==> config.mk <==
export PLATFORM = sky130hd
export DESIGN_NAME = pipe_hazard_ctrl
export DESIGN_NICKNAME = d
export VERILOG_FILES = /design/src/rtl/pipe_ctrl_pkg.sv /design/src/rtl/mdu_sequencer.sv /design/src/rtl/pipe_hazard_ctrl.sv
export SDC_FILE = /design/constraint.sdc
export NUM_CORES = 1
export LEC_CHECK = 0
export ABC_AREA = 1
export BUFFER_PORTS_ARGS = -buffer_cell sky130_fd_sc_hd__buf_2
export CAP_MARGIN = 20
export CORE_MARGIN = 2
export CORE_UTILIZATION = 52
export CTS_CLUSTER_SIZE = 12
export DETAILED_ROUTE_END_ITERATION = 6
export GPL_ROUTABILITY_DRIVEN = 0
export PLACE_DENSITY = 0.81
export SETUP_SLACK_MARGIN = 0.2
export SYNTH_ARGS = -nofsm -noshare
export SYNTH_HDL_FRONTEND = slang
export SYNTH_SLANG_ARGS = --single-unit
==> constraint.sdc <==
create_clock -name clk -period 1.9 [get_ports clk]
set_input_delay 0.095 -clock clk [delete_from_list [all_inputs] [get_ports clk]]
set_output_delay 0.095 -clock clk [all_outputs]
set_load 0.03 [all_outputs]
==> src/rtl/pipe_ctrl_pkg.sv <==
// Shared encodings for the pipeline sequencing controller: MDU sequencer states,
// the hardwired-zero register index and the NOP word used by the flush paths.
package pipe_ctrl_pkg;

   typedef enum logic [1:0] {
      MDU_IDLE = 2'd0,
      MDU_BUSY = 2'd1,
      MDU_DONE = 2'd2
   } mdu_state_e;

   localparam logic [4:0]  REG_ZERO = 5'd0;
   localparam logic [31:0] NOP      = 32'h0000_0000;

endpackage

==> src/rtl/mdu_sequencer.sv <==
// Tracks a multi-cycle MULT/DIV from issue to the HI/LO write: IDLE -> BUSY for
// MDU_CYCLES-1 cycles -> DONE for one cycle (mdu_done pulse) -> IDLE.
module mdu_sequencer
   import pipe_ctrl_pkg::*;
#(
   parameter int unsigned MDU_CYCLES = 32
) (
   input  logic       clk,
   input  logic       rst_n,
   input  logic       issue,
   output mdu_state_e mdu_state,
   output logic       mdu_done
);

   // Counter only ever holds MDU_CYCLES-2 down to 0.
   localparam int unsigned CW = (MDU_CYCLES > 2) ? $clog2(MDU_CYCLES - 1) : 1;
   localparam logic [CW-1:0] CNT_LOAD = CW'(MDU_CYCLES - 2);

   logic [CW-1:0] cnt;

   always_ff @(posedge clk or negedge rst_n) begin
      if (!rst_n) begin
         mdu_state <= MDU_IDLE;
         cnt       <= '0;
         mdu_done  <= 1'b0;
      end else begin
         mdu_done <= 1'b0;
         unique case (mdu_state)
            MDU_IDLE: begin
               if (issue) begin
                  mdu_state <= MDU_BUSY;
                  cnt       <= CNT_LOAD;
               end
            end
            MDU_BUSY: begin
               if (cnt == '0) begin
                  mdu_state <= MDU_DONE;
                  mdu_done  <= 1'b1;
               end else begin
                  cnt <= cnt - CW'(1);
               end
            end
            MDU_DONE: mdu_state <= MDU_IDLE;
            default:  mdu_state <= MDU_IDLE;
         endcase
      end
   end

endmodule

==> src/rtl/pipe_hazard_ctrl.sv <==
// Pipeline sequencing controller: arbitrates redirect, load-use, HI/LO busy and
// imem-not-ready into PC / IF/ID / ID/EX controls, and counts stalled cycles.
module pipe_hazard_ctrl
   import pipe_ctrl_pkg::*;
#(
   parameter int unsigned MDU_CYCLES  = 32,
   parameter int unsigned STALL_CNT_W = 16
) (
   input  logic                   clk,
   input  logic                   reset,
   input  logic                   imem_valid,
   input  logic [4:0]             id_rs,
   input  logic [4:0]             id_rt,
   input  logic                   id_uses_rt,
   input  logic                   id_is_mdu,
   input  logic                   id_reads_hilo,
   input  logic                   ex_mem_read,
   input  logic [4:0]             ex_rt,
   input  logic                   ex_redirect,
   output logic                   pc_en,
   output logic                   ifid_en,
   output logic                   ifid_flush,
   output logic                   idex_bubble,
   output logic                   mdu_done,
   output logic [1:0]             mdu_state,
   output logic [STALL_CNT_W-1:0] stall_cnt
);

   logic       lu;
   logic       hl;
   logic       id_stall;
   logic       issue;
   mdu_state_e seq_state;

   assign lu = ex_mem_read && (ex_rt != REG_ZERO) &&
               ((ex_rt == id_rs) || (id_uses_rt && (ex_rt == id_rt)));
   assign hl       = (id_reads_hilo || id_is_mdu) && (seq_state != MDU_IDLE);
   assign id_stall = lu || hl;
   assign issue    = id_is_mdu && !id_stall && !ex_redirect;

   mdu_sequencer #(
      .MDU_CYCLES (MDU_CYCLES)
   ) u_mdu_sequencer (
      .clk       (clk),
      .rst_n     (reset),
      .issue     (issue),
      .mdu_state (seq_state),
      .mdu_done  (mdu_done)
   );

   assign mdu_state = seq_state;

   always_comb begin
      pc_en       = 1'b1;
      ifid_en     = 1'b1;
      ifid_flush  = 1'b0;
      idex_bubble = 1'b0;
      if (!reset) begin
         pc_en       = 1'b0;
         ifid_en     = 1'b0;
         ifid_flush  = 1'b1;
         idex_bubble = 1'b1;
      end else if (ex_redirect) begin
         ifid_flush  = 1'b1;
         idex_bubble = 1'b1;
      end else if (id_stall) begin
         pc_en       = 1'b0;
         ifid_en     = 1'b0;
         idex_bubble = 1'b1;
      end else if (!imem_valid) begin
         // ID instruction moves on; a NOP takes its place.
         pc_en      = 1'b0;
         ifid_flush = 1'b1;
      end
   end

   always_ff @(posedge clk or negedge reset) begin
      if (!reset) begin
         stall_cnt <= '0;
      end else if (!pc_en && (stall_cnt != '1)) begin
         stall_cnt <= stall_cnt + STALL_CNT_W'(1);
      end
   end

endmodule

==> impl_results.md <==
* Post-synthesis sequential area ratio at between 30% and 40%
* HPWL after DPL at 2630 µm
* Ant. Diodes at 0
* Fraction of registers with async set/reset at 100%
* Most frequent cell after synthesis: nand2_1
* Syn nets at ~260
* Ys Warns at 0
* Reg clk slew, reported paths at 0.14 ns
* Initial drt markers at 63
* TritonCTS Buffers at 3
* HP Class: primary input to flop
* Worst slew margin at between 60% and 70%
* Slew Viols, Final at 0
* CP Capture Type: flop
* CP Launch Point: stall_cnt[0]
* Placed cells at between 300 and 400
* CTS tree: built
* Peak supply drop at around 840 µV
* Number of enable flip-flop cells after synthesis at 0
* Total grt overflow at 0
* First-pass GRT wire length at between 5000 and 6000 µm
* Post-place setup slack at 0.119 ns
* Arr. time, crit path at about 1.9 ns
* Layout area overhead at 27.0%
* Layout cell share with drive strength beyond 1 at 35.1%
* WL met2 at roughly 1800 µm
* Met3 wire len at between 150 and 200 µm
* Die area at ~3700 µm²
* Status: finished clean
* Die W at about 61 µm
* FILL cells at 250
* Synth top area cells: dfrtp_1 (36%), nand2_1 (15%), nand3_1 (8.6%)
* Power Density at about 950 nW/µm²
* Post-synth top area share at 35.8%
* CP startpoint kind: flop
* Root buf cell: clkbuf_4
* Min-delay src: id_is_mdu
* Core area at roughly 3000 µm²
* Routed wire length at 3790 µm
* CP required at 2.16 ns
* Leak at 0.00116 µW
* Post-route setup slack at roughly 0.24 ns
* Syn Inst Count at around 230
* Final hold viol count at 0
* Placed Area at ~1900 µm²
* Die H at 60.8 µm
* DRC at 0
* Ys flop type: dfrtp_1
* Worst flop-to-flop path startpoint: stall_cnt[0]
* Post-synth design cell area at 1680 µm²
* RSZ-0062 raised after global routing: no
* DR top layer: met4
* Max cap viols at 0
* CP max FO at 8
* Pin count of the biggest net entering global routing at 20
* Finished Layout Cells at ~330
* Initial core utilization at roughly 55%
* Vias in the first global route at about 1400
* Via Count at between 1500 and 2000
* Worst-Margin Slew at 0.575 ns
* Pre-antenna DRT Iters at 4
* Clock period minus worst slack at 1.66 ns
* Period utilization at roughly 87%
* # clock sinks at 24
* Dominant cell type by area after synthesis: dfrtp_1
* Design area at roughly 2100 µm²
* Port-buffer cells at 45
* Net count, final at ~310
* Total power at 2030 µW
* Avg WL per Cell at roughly 12 µm
* Register bit total from synthesis at 24
* Synth top cells by count: nand2_1 (65), nand3_1 (29), dfrtp_1 (24), inv_1 (24), nand2_2 (22)
* Netlist cell types at 27
* Met1 wire length at 1720 µm
* IO Pins at 46
* Initial antenna violation count at 0
* Routed Antenna Nets at 0
* Fmax at between 0.6 and 0.7 GHz
* Clock latency on the worst-skew pair at roughly 0.33 ns
* Row cnt at 20
* CTS max path bufs at 2
* Synth Area per Inst at 7.33 µm²
* Depth of the CTS H-tree at 1
* Total Routing Usage GR at between 20% and 30%
* Clock skew at about 0.016 ns
* Setup TNS at 0 ns
* DR vias/cell at 4.93
* Critical setup path kind: flop to flop
* Final setup viols at 0
flip-flops by register name (all words and copies together), names as in the netlist:
register / cells
u_mdu_sequencer.mdu_done: 1
u_mdu_sequencer.cnt: 5
u_mdu_sequencer.mdu_state: 2
stall_cnt: 16
worst paths after layout:
kind / to / slack [ns] / cells past startpoint
max: stall_cnt[2] / 0.24 / 9
min: u_mdu_sequencer.cnt[3] / 0.15 / 3
max reg2reg: stall_cnt[2] / 0.24 / 9
min reg2reg: stall_cnt[15] / 0.51 / 2
max in group asynchronous: stall_cnt[2] / 1.20 / 3
min in group asynchronous: stall_cnt[7] / 0.19 / 2
metrics by stage:
stage / util [%] / hold WS, ns
after CTS: 67.4 / 0.140
after global placement: 63.9 / 0.0284
after detailed placement: 63.9 / 0.0325
after floorplan: - / -0.201
after global routing: 69.9 / 0.197
final: 69.9 / 0.153
placed cells by master (no fill, tap or decap):
cell           netlist  final
a21boi_0             1      1
a21boi_2             0      1
and3_2               0      1
buf_12               1      1
buf_2                1     45
buf_4                1      5
clkbuf_4             0      3
clkbuf_8             0      1
dfrtp_1             24     22
dfrtp_2              0      2
dlygate4sd3_1        0      1
ha_1                 3      2
ha_4                 0      1
inv_1               24     23
inv_2                5      6
nand2_1             65     65
nand2_2             22     22
nand2_8              0      2
nand3_1             29     29
nand3_4              2      5
nand4_1              4      4
nor2_1              13     13
nor2_4               1      1
nor3_1               6      5
nor3_2               0      1
nor4_1               2      2
o211ai_1             1      1
o21ai_0              2      2
o22ai_2              0      1
or2_2                2      2
xnor2_1              3      3
xor2_1              12     12
critical path: stages, from the launching register on:
cell and delay, ns:
dfrtp_2 0.42, ha_4 0.14, and3_2 0.22, nand3_4 0.12, nor2_4 0.17, buf_12 0.13
nand3_4 0.13, nand2_8 0.14, nand2_1 0.06, nand2_1 0.06
layer usage:
layer | vias up | global-route usage (%)
li1 | 841 | -
met1 | 730 | 27.7
met2 | 42 | 37.5
met3 | 8 | 2.56
met4 | 0 | 6.83
met5 | - | 0
logic make-up (layout without fill, tap and decap cells):
family	Yosys count	in the layout	share of synthesized area, %
AND/OR/NAND/NOR	149	152	43.4
buffers and inverters	32	85	8.42
flip-flops	24	24	35.8
XOR/XNOR	15	15	7.82
AO/OA/AOI/OAI	6	6	2.31
adder cells (fa/ha/maj)	3	3	2.24
area by class of cell:
| cell class | count | area [µm²] | area share [%] |
|---|---|---|---|
| multi-input cells | 176 | 1040 | 48.6 |
| clock buffers | 4 | 36.3 | 1.70 |
| inverters | 29 | 109 | 5.10 |
| flip-flops and latches | 24 | 603 | 28.3 |
| repair buffers | 52 | 293 | 13.7 |
| well taps | 44 | 55.1 | 2.58 |
power by group:
part	switching, µW	internal, µW	total [µW]	leakage [µW]
clock network	160	117	277	0.0000210
registers	131	643	774	0.000307
logic	620	364	984	0.000836
total	911	1120	2030	0.00116
repair_timing:
action | 4_1_cts | 5_1_grt
hold buffers | 1 | 0
resized for setup | 3 | 7
buffers inserted | 1 | 4
hold endpoints to repair | 12 | 0
cloned | 3 | 0
setup endpoints to repair | 16 | 20
pin swaps | 3 | 1
Note: power is estimated with default switching activity, not from simulation.
